===== config.mk =====
export PLATFORM = sky130hd
export DESIGN_NAME = mips_multicycle_ctrl_flat
export DESIGN_NICKNAME = d
export VERILOG_FILES = /design/src/rtl/mips_multicycle_ctrl_if.sv /design/src/rtl/mips_multicycle_ctrl.sv /design/src/flat_wrapper.sv
export SDC_FILE = /design/constraint.sdc
export NUM_CORES = 1
export LEC_CHECK = 0
export CAP_MARGIN = 5
export CORE_MARGIN = 2
export CORE_UTILIZATION = 33
export CTS_CLUSTER_DIAMETER = 120
export DETAILED_ROUTE_END_ITERATION = 8
export PLACE_DENSITY = 0.58
export SKIP_CTS_REPAIR_TIMING = 1
export SYNTH_ARGS = -nofsm -noshare
export SYNTH_HDL_FRONTEND = slang
export SYNTH_SLANG_ARGS = --single-unit

===== constraint.sdc =====
create_clock -name clk -period 1.83 [get_ports clk]
set_input_delay 0.2745 -clock clk [delete_from_list [all_inputs] [get_ports clk]]
set_output_delay 0.2745 -clock clk [all_outputs]
set_load 0.005 [all_outputs]

===== src/rtl/mips_multicycle_ctrl_if.sv =====
// Control/status bundle between the multi-cycle sequencer and the MIPS datapath and memories.
// The sequencer takes the slave view; the datapath (or a bench) takes the master view.
interface mips_multicycle_ctrl_if #(
  parameter int CNT_W = 16
);
  logic [5:0]       OPcode;
  logic [5:0]       funct;
  logic             ALUZero;
  logic             imem_ready;
  logic             dmem_ready;
  logic             MemtoReg;
  logic             MemWrite;
  logic             PCSrc;
  logic             ALUSrc;
  logic             RegDst;
  logic             RegWrite;
  logic             SgnZero;
  logic [2:0]       ALUOP;
  logic             PCEn;
  logic             IRWrite;
  logic             illegal;
  logic [CNT_W-1:0] retired;

  modport slave (
    input  OPcode, funct, ALUZero, imem_ready, dmem_ready,
    output MemtoReg, MemWrite, PCSrc, ALUSrc, RegDst, RegWrite, SgnZero,
           ALUOP, PCEn, IRWrite, illegal, retired
  );

  modport master (
    output OPcode, funct, ALUZero, imem_ready, dmem_ready,
    input  MemtoReg, MemWrite, PCSrc, ALUSrc, RegDst, RegWrite, SgnZero,
           ALUOP, PCEn, IRWrite, illegal, retired
  );
endinterface


===== src/rtl/mips_multicycle_ctrl.sv =====
// Multi-cycle MIPS-subset sequencer: decode, control strobes, PC/IR gating, retire count, traps.
//   state    | meaning
//   S_FETCH  | wait for instruction word, latch it on imem_ready
//   S_DECODE | classify opcode/funct, trap if unknown
//   S_EXEC   | ALU operation; BEQ resolves and retires here
//   S_MEM    | data access; SW retires on dmem_ready
//   S_WB     | register write-back and retire
//   S_ERR    | sticky trap, left only through reset
module mips_multicycle_ctrl #(
  parameter int CNT_W    = 16,
  parameter int WAIT_MAX = 15
) (
  input logic                   clk,
  input logic                   reset,
  mips_multicycle_ctrl_if.slave bus
);
  localparam int WCNT_W = $clog2(WAIT_MAX + 1);
  localparam logic [WCNT_W-1:0] WAIT_LAST = WCNT_W'(WAIT_MAX - 1);

  localparam logic [2:0] OP_AND = 3'b000;
  localparam logic [2:0] OP_OR  = 3'b001;
  localparam logic [2:0] OP_ADD = 3'b010;
  localparam logic [2:0] OP_SUB = 3'b110;
  localparam logic [2:0] OP_SLT = 3'b111;

  typedef enum logic [2:0] {S_FETCH, S_DECODE, S_EXEC, S_MEM, S_WB, S_ERR} state_t;
  typedef enum logic [2:0] {C_RTYPE, C_LW, C_SW, C_BEQ, C_ADDI, C_ANDI, C_ORI, C_BAD} cls_t;

  state_t            state_q, state_d;
  cls_t              cls_q, cls_d, dec_cls;
  logic [2:0]        rop_q, rop_d, dec_rop;
  logic [WCNT_W-1:0] wait_q, wait_d;
  logic [CNT_W-1:0]  retired_q, retired_d;

  logic mem_to_reg, mem_write, pc_src, alu_src, reg_dst, reg_write, sgn_zero;
  logic pc_en, ir_write;
  logic [2:0] alu_op;

  always_comb begin
    dec_cls = C_BAD;
    dec_rop = OP_ADD;
    case (bus.OPcode)
      6'b000000: begin
        dec_cls = C_RTYPE;
        case (bus.funct)
          6'b100000: dec_rop = OP_ADD;
          6'b100010: dec_rop = OP_SUB;
          6'b100100: dec_rop = OP_AND;
          6'b100101: dec_rop = OP_OR;
          6'b101010: dec_rop = OP_SLT;
          default:   dec_cls = C_BAD;
        endcase
      end
      6'b100011: dec_cls = C_LW;
      6'b101011: dec_cls = C_SW;
      6'b000100: dec_cls = C_BEQ;
      6'b001000: dec_cls = C_ADDI;
      6'b001100: dec_cls = C_ANDI;
      6'b001101: dec_cls = C_ORI;
      default:   dec_cls = C_BAD;
    endcase
  end

  always_ff @(posedge clk or negedge reset) begin
    if (!reset) begin
      state_q   <= S_FETCH;
      cls_q     <= C_BAD;
      rop_q     <= OP_ADD;
      wait_q    <= '0;
      retired_q <= '0;
    end else begin
      state_q   <= state_d;
      cls_q     <= cls_d;
      rop_q     <= rop_d;
      wait_q    <= wait_d;
      retired_q <= retired_d;
    end
  end

  // Class and R-type ALU op are captured once in DECODE so later states ignore IR churn.
  always_comb begin
    state_d = state_q;
    cls_d   = cls_q;
    rop_d   = rop_q;
    wait_d  = wait_q;
    case (state_q)
      S_FETCH: begin
        if (bus.imem_ready)        state_d = S_DECODE;
        else if (wait_q == WAIT_LAST) state_d = S_ERR;
        else                       wait_d  = wait_q + 1'b1;
      end
      S_DECODE: begin
        cls_d   = dec_cls;
        rop_d   = dec_rop;
        state_d = (dec_cls == C_BAD) ? S_ERR : S_EXEC;
      end
      S_EXEC: begin
        case (cls_q)
          C_BEQ:      state_d = S_FETCH;
          C_LW, C_SW: state_d = S_MEM;
          default:    state_d = S_WB;
        endcase
      end
      S_MEM: begin
        if (bus.dmem_ready)        state_d = (cls_q == C_SW) ? S_FETCH : S_WB;
        else if (wait_q == WAIT_LAST) state_d = S_ERR;
        else                       wait_d  = wait_q + 1'b1;
      end
      S_WB:    state_d = S_FETCH;
      default: state_d = S_ERR;
    endcase
    if (state_d != state_q) wait_d = '0;
  end

  always_comb begin
    mem_to_reg = 1'b0;
    mem_write  = 1'b0;
    pc_src     = 1'b0;
    alu_src    = 1'b0;
    reg_dst    = 1'b0;
    reg_write  = 1'b0;
    sgn_zero   = 1'b0;
    alu_op     = 3'b000;
    pc_en      = 1'b0;
    ir_write   = 1'b0;
    case (state_q)
      // Gated by reset so the IR cannot be loaded while the sequencer is held.
      S_FETCH: ir_write = bus.imem_ready & reset;
      S_EXEC, S_MEM, S_WB: begin
        alu_src  = cls_q inside {C_LW, C_SW, C_ADDI, C_ANDI, C_ORI};
        sgn_zero = cls_q inside {C_ANDI, C_ORI};
        case (cls_q)
          C_RTYPE: alu_op = rop_q;
          C_ANDI:  alu_op = OP_AND;
          C_ORI:   alu_op = OP_OR;
          C_BEQ:   alu_op = OP_SUB;
          default: alu_op = OP_ADD;
        endcase
        if (state_q == S_EXEC && cls_q == C_BEQ) begin
          pc_src = bus.ALUZero;
          pc_en  = 1'b1;
        end
        if (state_q == S_MEM) begin
          mem_write = (cls_q == C_SW);
          pc_en     = (cls_q == C_SW) & bus.dmem_ready;
        end
        if (state_q == S_WB) begin
          reg_write  = 1'b1;
          pc_en      = 1'b1;
          reg_dst    = (cls_q == C_RTYPE);
          mem_to_reg = (cls_q == C_LW);
        end
      end
      default: ;
    endcase
  end

  assign retired_d = pc_en ? retired_q + 1'b1 : retired_q;

  assign bus.MemtoReg = mem_to_reg;
  assign bus.MemWrite = mem_write;
  assign bus.PCSrc    = pc_src;
  assign bus.ALUSrc   = alu_src;
  assign bus.RegDst   = reg_dst;
  assign bus.RegWrite = reg_write;
  assign bus.SgnZero  = sgn_zero;
  assign bus.ALUOP    = alu_op;
  assign bus.PCEn     = pc_en;
  assign bus.IRWrite  = ir_write;
  assign bus.illegal  = (state_q == S_ERR);
  assign bus.retired  = retired_q;
endmodule

===== src/flat_wrapper.sv =====
// flat-port wrapper written by rule: the top's interface ports become plain ports
module mips_multicycle_ctrl_flat 
#(
  parameter int CNT_W    = 16,
  parameter int WAIT_MAX = 15
)
  (clk, reset, bus_OPcode, bus_funct, bus_ALUZero, bus_imem_ready, bus_dmem_ready, bus_MemtoReg, bus_MemWrite, bus_PCSrc, bus_ALUSrc, bus_RegDst, bus_RegWrite, bus_SgnZero, bus_ALUOP, bus_PCEn, bus_IRWrite, bus_illegal, bus_retired);
  mips_multicycle_ctrl_if #(.CNT_W(CNT_W)) bus_i ();
  input logic clk;
  input logic reset;
  input wire logic [$bits(bus_i.OPcode)-1:0] bus_OPcode;
  input wire logic [$bits(bus_i.funct)-1:0] bus_funct;
  input wire logic [$bits(bus_i.ALUZero)-1:0] bus_ALUZero;
  input wire logic [$bits(bus_i.imem_ready)-1:0] bus_imem_ready;
  input wire logic [$bits(bus_i.dmem_ready)-1:0] bus_dmem_ready;
  output wire logic [$bits(bus_i.MemtoReg)-1:0] bus_MemtoReg;
  output wire logic [$bits(bus_i.MemWrite)-1:0] bus_MemWrite;
  output wire logic [$bits(bus_i.PCSrc)-1:0] bus_PCSrc;
  output wire logic [$bits(bus_i.ALUSrc)-1:0] bus_ALUSrc;
  output wire logic [$bits(bus_i.RegDst)-1:0] bus_RegDst;
  output wire logic [$bits(bus_i.RegWrite)-1:0] bus_RegWrite;
  output wire logic [$bits(bus_i.SgnZero)-1:0] bus_SgnZero;
  output wire logic [$bits(bus_i.ALUOP)-1:0] bus_ALUOP;
  output wire logic [$bits(bus_i.PCEn)-1:0] bus_PCEn;
  output wire logic [$bits(bus_i.IRWrite)-1:0] bus_IRWrite;
  output wire logic [$bits(bus_i.illegal)-1:0] bus_illegal;
  output wire logic [$bits(bus_i.retired)-1:0] bus_retired;
  assign bus_i.OPcode = bus_OPcode;
  assign bus_i.funct = bus_funct;
  assign bus_i.ALUZero = bus_ALUZero;
  assign bus_i.imem_ready = bus_imem_ready;
  assign bus_i.dmem_ready = bus_dmem_ready;
  assign bus_MemtoReg = bus_i.MemtoReg;
  assign bus_MemWrite = bus_i.MemWrite;
  assign bus_PCSrc = bus_i.PCSrc;
  assign bus_ALUSrc = bus_i.ALUSrc;
  assign bus_RegDst = bus_i.RegDst;
  assign bus_RegWrite = bus_i.RegWrite;
  assign bus_SgnZero = bus_i.SgnZero;
  assign bus_ALUOP = bus_i.ALUOP;
  assign bus_PCEn = bus_i.PCEn;
  assign bus_IRWrite = bus_i.IRWrite;
  assign bus_illegal = bus_i.illegal;
  assign bus_retired = bus_i.retired;
  mips_multicycle_ctrl #(.CNT_W(CNT_W), .WAIT_MAX(WAIT_MAX)) u_core (.clk(clk), .reset(reset), .bus(bus_i));
endmodule

==> results.txt <==
The flow ran to the end, but the final reports show violations. The checks that failed: setup timing. The prevailing post-synth register cell is dfrtp_1. Synthesis produced a netlist whose cell count is slightly below 200. Sorting the synthesized cells by area gives the leading types as dfrtp_1 (35%), xnor2_1 (7.7%), dfstp_2 (5.8%), o21ai_0 (4.7%), nor2_1 (3.1%). The number of CTS-inserted buffers is 5. Timing analysis after detailed placement gives a worst setup slack of -0.336 ns. The part of the cycle the worst path needs is 108%. The signal on the critical path passes through buf_4 > or3b_4 > inv_2 > a21oi_2 > a311oi_1 > clkbuf_2. The total die area is 6090 um^2. The post-route standard cell area excluding fillers is 2840 um^2. The initial standard-cell utilization of the core came out at 34.8%. The mean cell area of the mapped netlist is between 9 and 10 um^2. In this design, the largest share of critical-path delay is due to simple AND/OR/NAND/NOR gates.

The worst clock skew came out at around 0.0064 ns. Sequential cells were found to cover 40.4% of the synthesized design area. After floorplanning, the core was sized to cover ~5200 um^2. The cell row count came out at 26. For this run, design rule violations remaining after detail routing come to 0.

Synthesis inferred 29 register bits. Clock-pin slew was measured on the worst setup and hold paths at approximately 0.060 ns. The later-pin clock latency in the skew report is ~0.28 ns. The global-route wire length before repair came out at 7620 um. The least setup slack across all paths after layout came out at -0.146 ns. The count of cells in the finished layout, fillers not included, comes to roughly 360.

The library cell used most frequently in the layout, excluding fill and tap cells, is buf_4. CTS placed an instance of clkbuf_8 at the clock tree root. The synthesis-to-layout area growth came out at 57.0%. The max capacitance violation total came out at 0. The cell count after placement came out at between 300 and 400. The delay of the slowest cell on the worst path is approximately 0.4 ns.

The net count of the finished layout came out at approximately 310. Together, buffers and inverters on the worst path number 3. Entering global routing, the biggest net connects 30 pins.

Summed over all cells, the static leakage comes to 0.00124 uW. Detailed routing inserted a total of between 1500 and 2000 vias. Among all stages on the critical path, the largest delay is contributed by or3b_4. The clock sink count is 29. The worst setup path is launched from a flop. The biggest area contributor in the post-synthesis netlist is dfrtp_1. The max-slew violation count came out at 0. TritonCTS built the clock tree. The global-route congestion overflow total is 0. Setup repair after global routing could not meet its margin everywhere. The maximum clock insertion buffer count came out at 2.

The path class of the tightest hold or removal check is in -> async. The number of endpoints with negative hold slack in the final report came out at 0. At the pin with the least slew margin, the transition time is approximately 0.5 ns. The count of nets left with antenna violations once routing finished came out at 0. Yosys mapped a number of flops with a built-in enable equal to 0. The overall routed net length came out at roughly 4600 um. Of all nets on the critical path, the largest fanout is 5. The worst-case IR drop observed on VDD is approximately 0.46 mV. The area share of the largest cell type after synthesis is between 30% and 40%. The number of global-route vias before repair is 1729. The library cells used most frequently in the layout, excluding fill and tap cells, are buf_4 (38), clkdlybuf4s50_1 (31), dfrtp_1 (24). The count of distinct cell types in the synthesized netlist came out at 48.

The final RePlAce weighted congestion came out at 0.794. The vias per cell came out at roughly 5. Counting every net in the synthesized netlist gives roughly 220. The shortest period the worst path allows is 1.98 ns.

After detailed routing, the average wire length per cell comes to about 13 um. The floorplan die width came out at around 78 um. The maximum clock frequency came out at 506 MHz.

The share of synthesized flip-flops with an asynchronous set or reset came out at between 90% and 100%. Headroom to the max-slew limit came out at between 60% and 70%. The number of iterations in the first detailed-routing pass is 4. The number of antenna violations at the first check in global routing is 0.

Summing all placed instances gives a cell area of roughly 2600 um^2. The height of the die is 78.0 um. The critical path arrival came out at around 1.7 ns.

The I/O pin count is 46. The number of DRC markers in iteration 0 came out at approximately 50. The kind of critical path is reg -> out.

The final setup violation count is 8. The total routing usage reported by global routing is between 15 and 20%. The total standard cell area after synthesis is approximately 1800 um^2. The share of layout cells above drive strength 1 is between 20% and 30%. The cell area power density is between 1000 and 1500 nW/um^2. The H-tree was split into 2 levels. The detailed placer's ending HPWL came out at approximately 3500 um. The number of warnings issued by yosys came out at 0. The count of port buffers added during placement is 45. The endpoint class of the critical path is a primary output. The number of diodes came out at 0. Data on the critical path is required at its endpoint by around 1.6 ns.
-- worst paths after layout --
kind                                        startpoint                                 to  slack, ns  depth (start not counted)
hold / removal                                   reset  u_core.bus.retired[7]$_DFFE_PN0P_       0.46                          2
setup reg to reg           u_core.state_q[0]$_DFF_PN0_       u_core.wait_q[3]$_DFFE_PN0P_       0.04                          5
hold reg to reg            u_core.rop_q[0]$_DFFE_PN0P_        u_core.rop_q[0]$_DFFE_PN0P_       0.47                          1
min in group clk           u_core.rop_q[0]$_DFFE_PN0P_        u_core.rop_q[0]$_DFFE_PN0P_       0.47                          1
max in group asynchronous                        reset        u_core.cls_q[0]$_DFFE_PN1P_       1.05                          2
setup / recovery           u_core.state_q[0]$_DFF_PN0_                       bus_ALUOP[1]      -0.15                          6
-- Yosys cell counts (2+ instances only) --
| master | count |
|---|---|
| dfrtp_1 | 25 |
| nor4_1 | 7 |
| a21oi_1 | 6 |
| ha_1 | 3 |
| or3_1 | 3 |
| a31oi_1 | 2 |
| mux2i_1 | 2 |
| nor3_1 | 11 |
| inv_1 | 10 |
| o2111ai_1 | 4 |
| buf_2 | 2 |
| nand2_1 | 12 |
| dfstp_2 | 4 |
| nor2_1 | 15 |
| nand4_1 | 7 |
| o21ai_0 | 17 |
| a21o_1 | 2 |
| clkbuf_1 | 5 |
| nand3b_1 | 3 |
| o32ai_1 | 2 |
| o211ai_1 | 3 |
| and2_1 | 2 |
| a211oi_1 | 6 |
| xnor2_1 | 16 |
| nor3b_1 | 3 |
| nand2b_1 | 3 |
| nand3_1 | 2 |
-- metrics by stage --
step / setup TNS (ns) / total power, uW / hold WS [ns] / utilization [%]
global route: -1.23 / 3470 / 0.490 / 54.6
finish: -0.670 / 3210 / 0.460 / 54.6
global placement: -3.32 / 2490 / 0.461 / 50.2
detailed placement: -3.48 / 2510 / 0.464 / 50.2
CTS: -5.92 / 3030 / 0.442 / 51.7
floorplan: 0 / 1670 / -0.0211 / -
-- power by group --
group          total [uW]  internal (uW)  switching, uW
clock                 496            266            230
combinational        1720            928            796
sequential            994            804            190
total                3210           2000           1220
-- cell type report --
type | count | area [um^2]
timing repair buffer | 88 | 774
multi-input combinational | 152 | 1130
clock buffer | 7 | 76.3
inverter | 10 | 37.5
tap | 70 | 87.6
fill | 482 | 2360
clock inverter | 1 | 5.00
sequential | 29 | 732
-- state kept, by name, summed over array words and instances, names as in the netlist --
| name | cells |
|---|---|
| u_core.rop_q | 3 |
| u_core.wait_q | 4 |
| u_core.state_q | 3 |
| u_core.cls_q | 3 |
| u_core.bus.retired | 16 |
-- logic make-up (layout without fill, tap and decap cells) --
family	after synthesis	in the layout	synth area share, %
muxes	3	3	1.73
and+or+nand+nor	77	77	23.7
DFF	29	29	40.4
AOI/OAI and AO/OA	53	53	20.7
adders and majority gates	3	3	2.07
buffers and inverters	17	106	3.67
xor gates and xnor gates	16	16	7.75
-- routing by layer --
metal	wire length [um]	vias up	track usage (%)
met1	2050	867	17.9
met5	0	-	0
met4	23	0	4.21
met2	2380	38	28.9
met3	181	4	4.02
li1	-	915	-
Note: power is estimated with default switching activity, not from simulation.
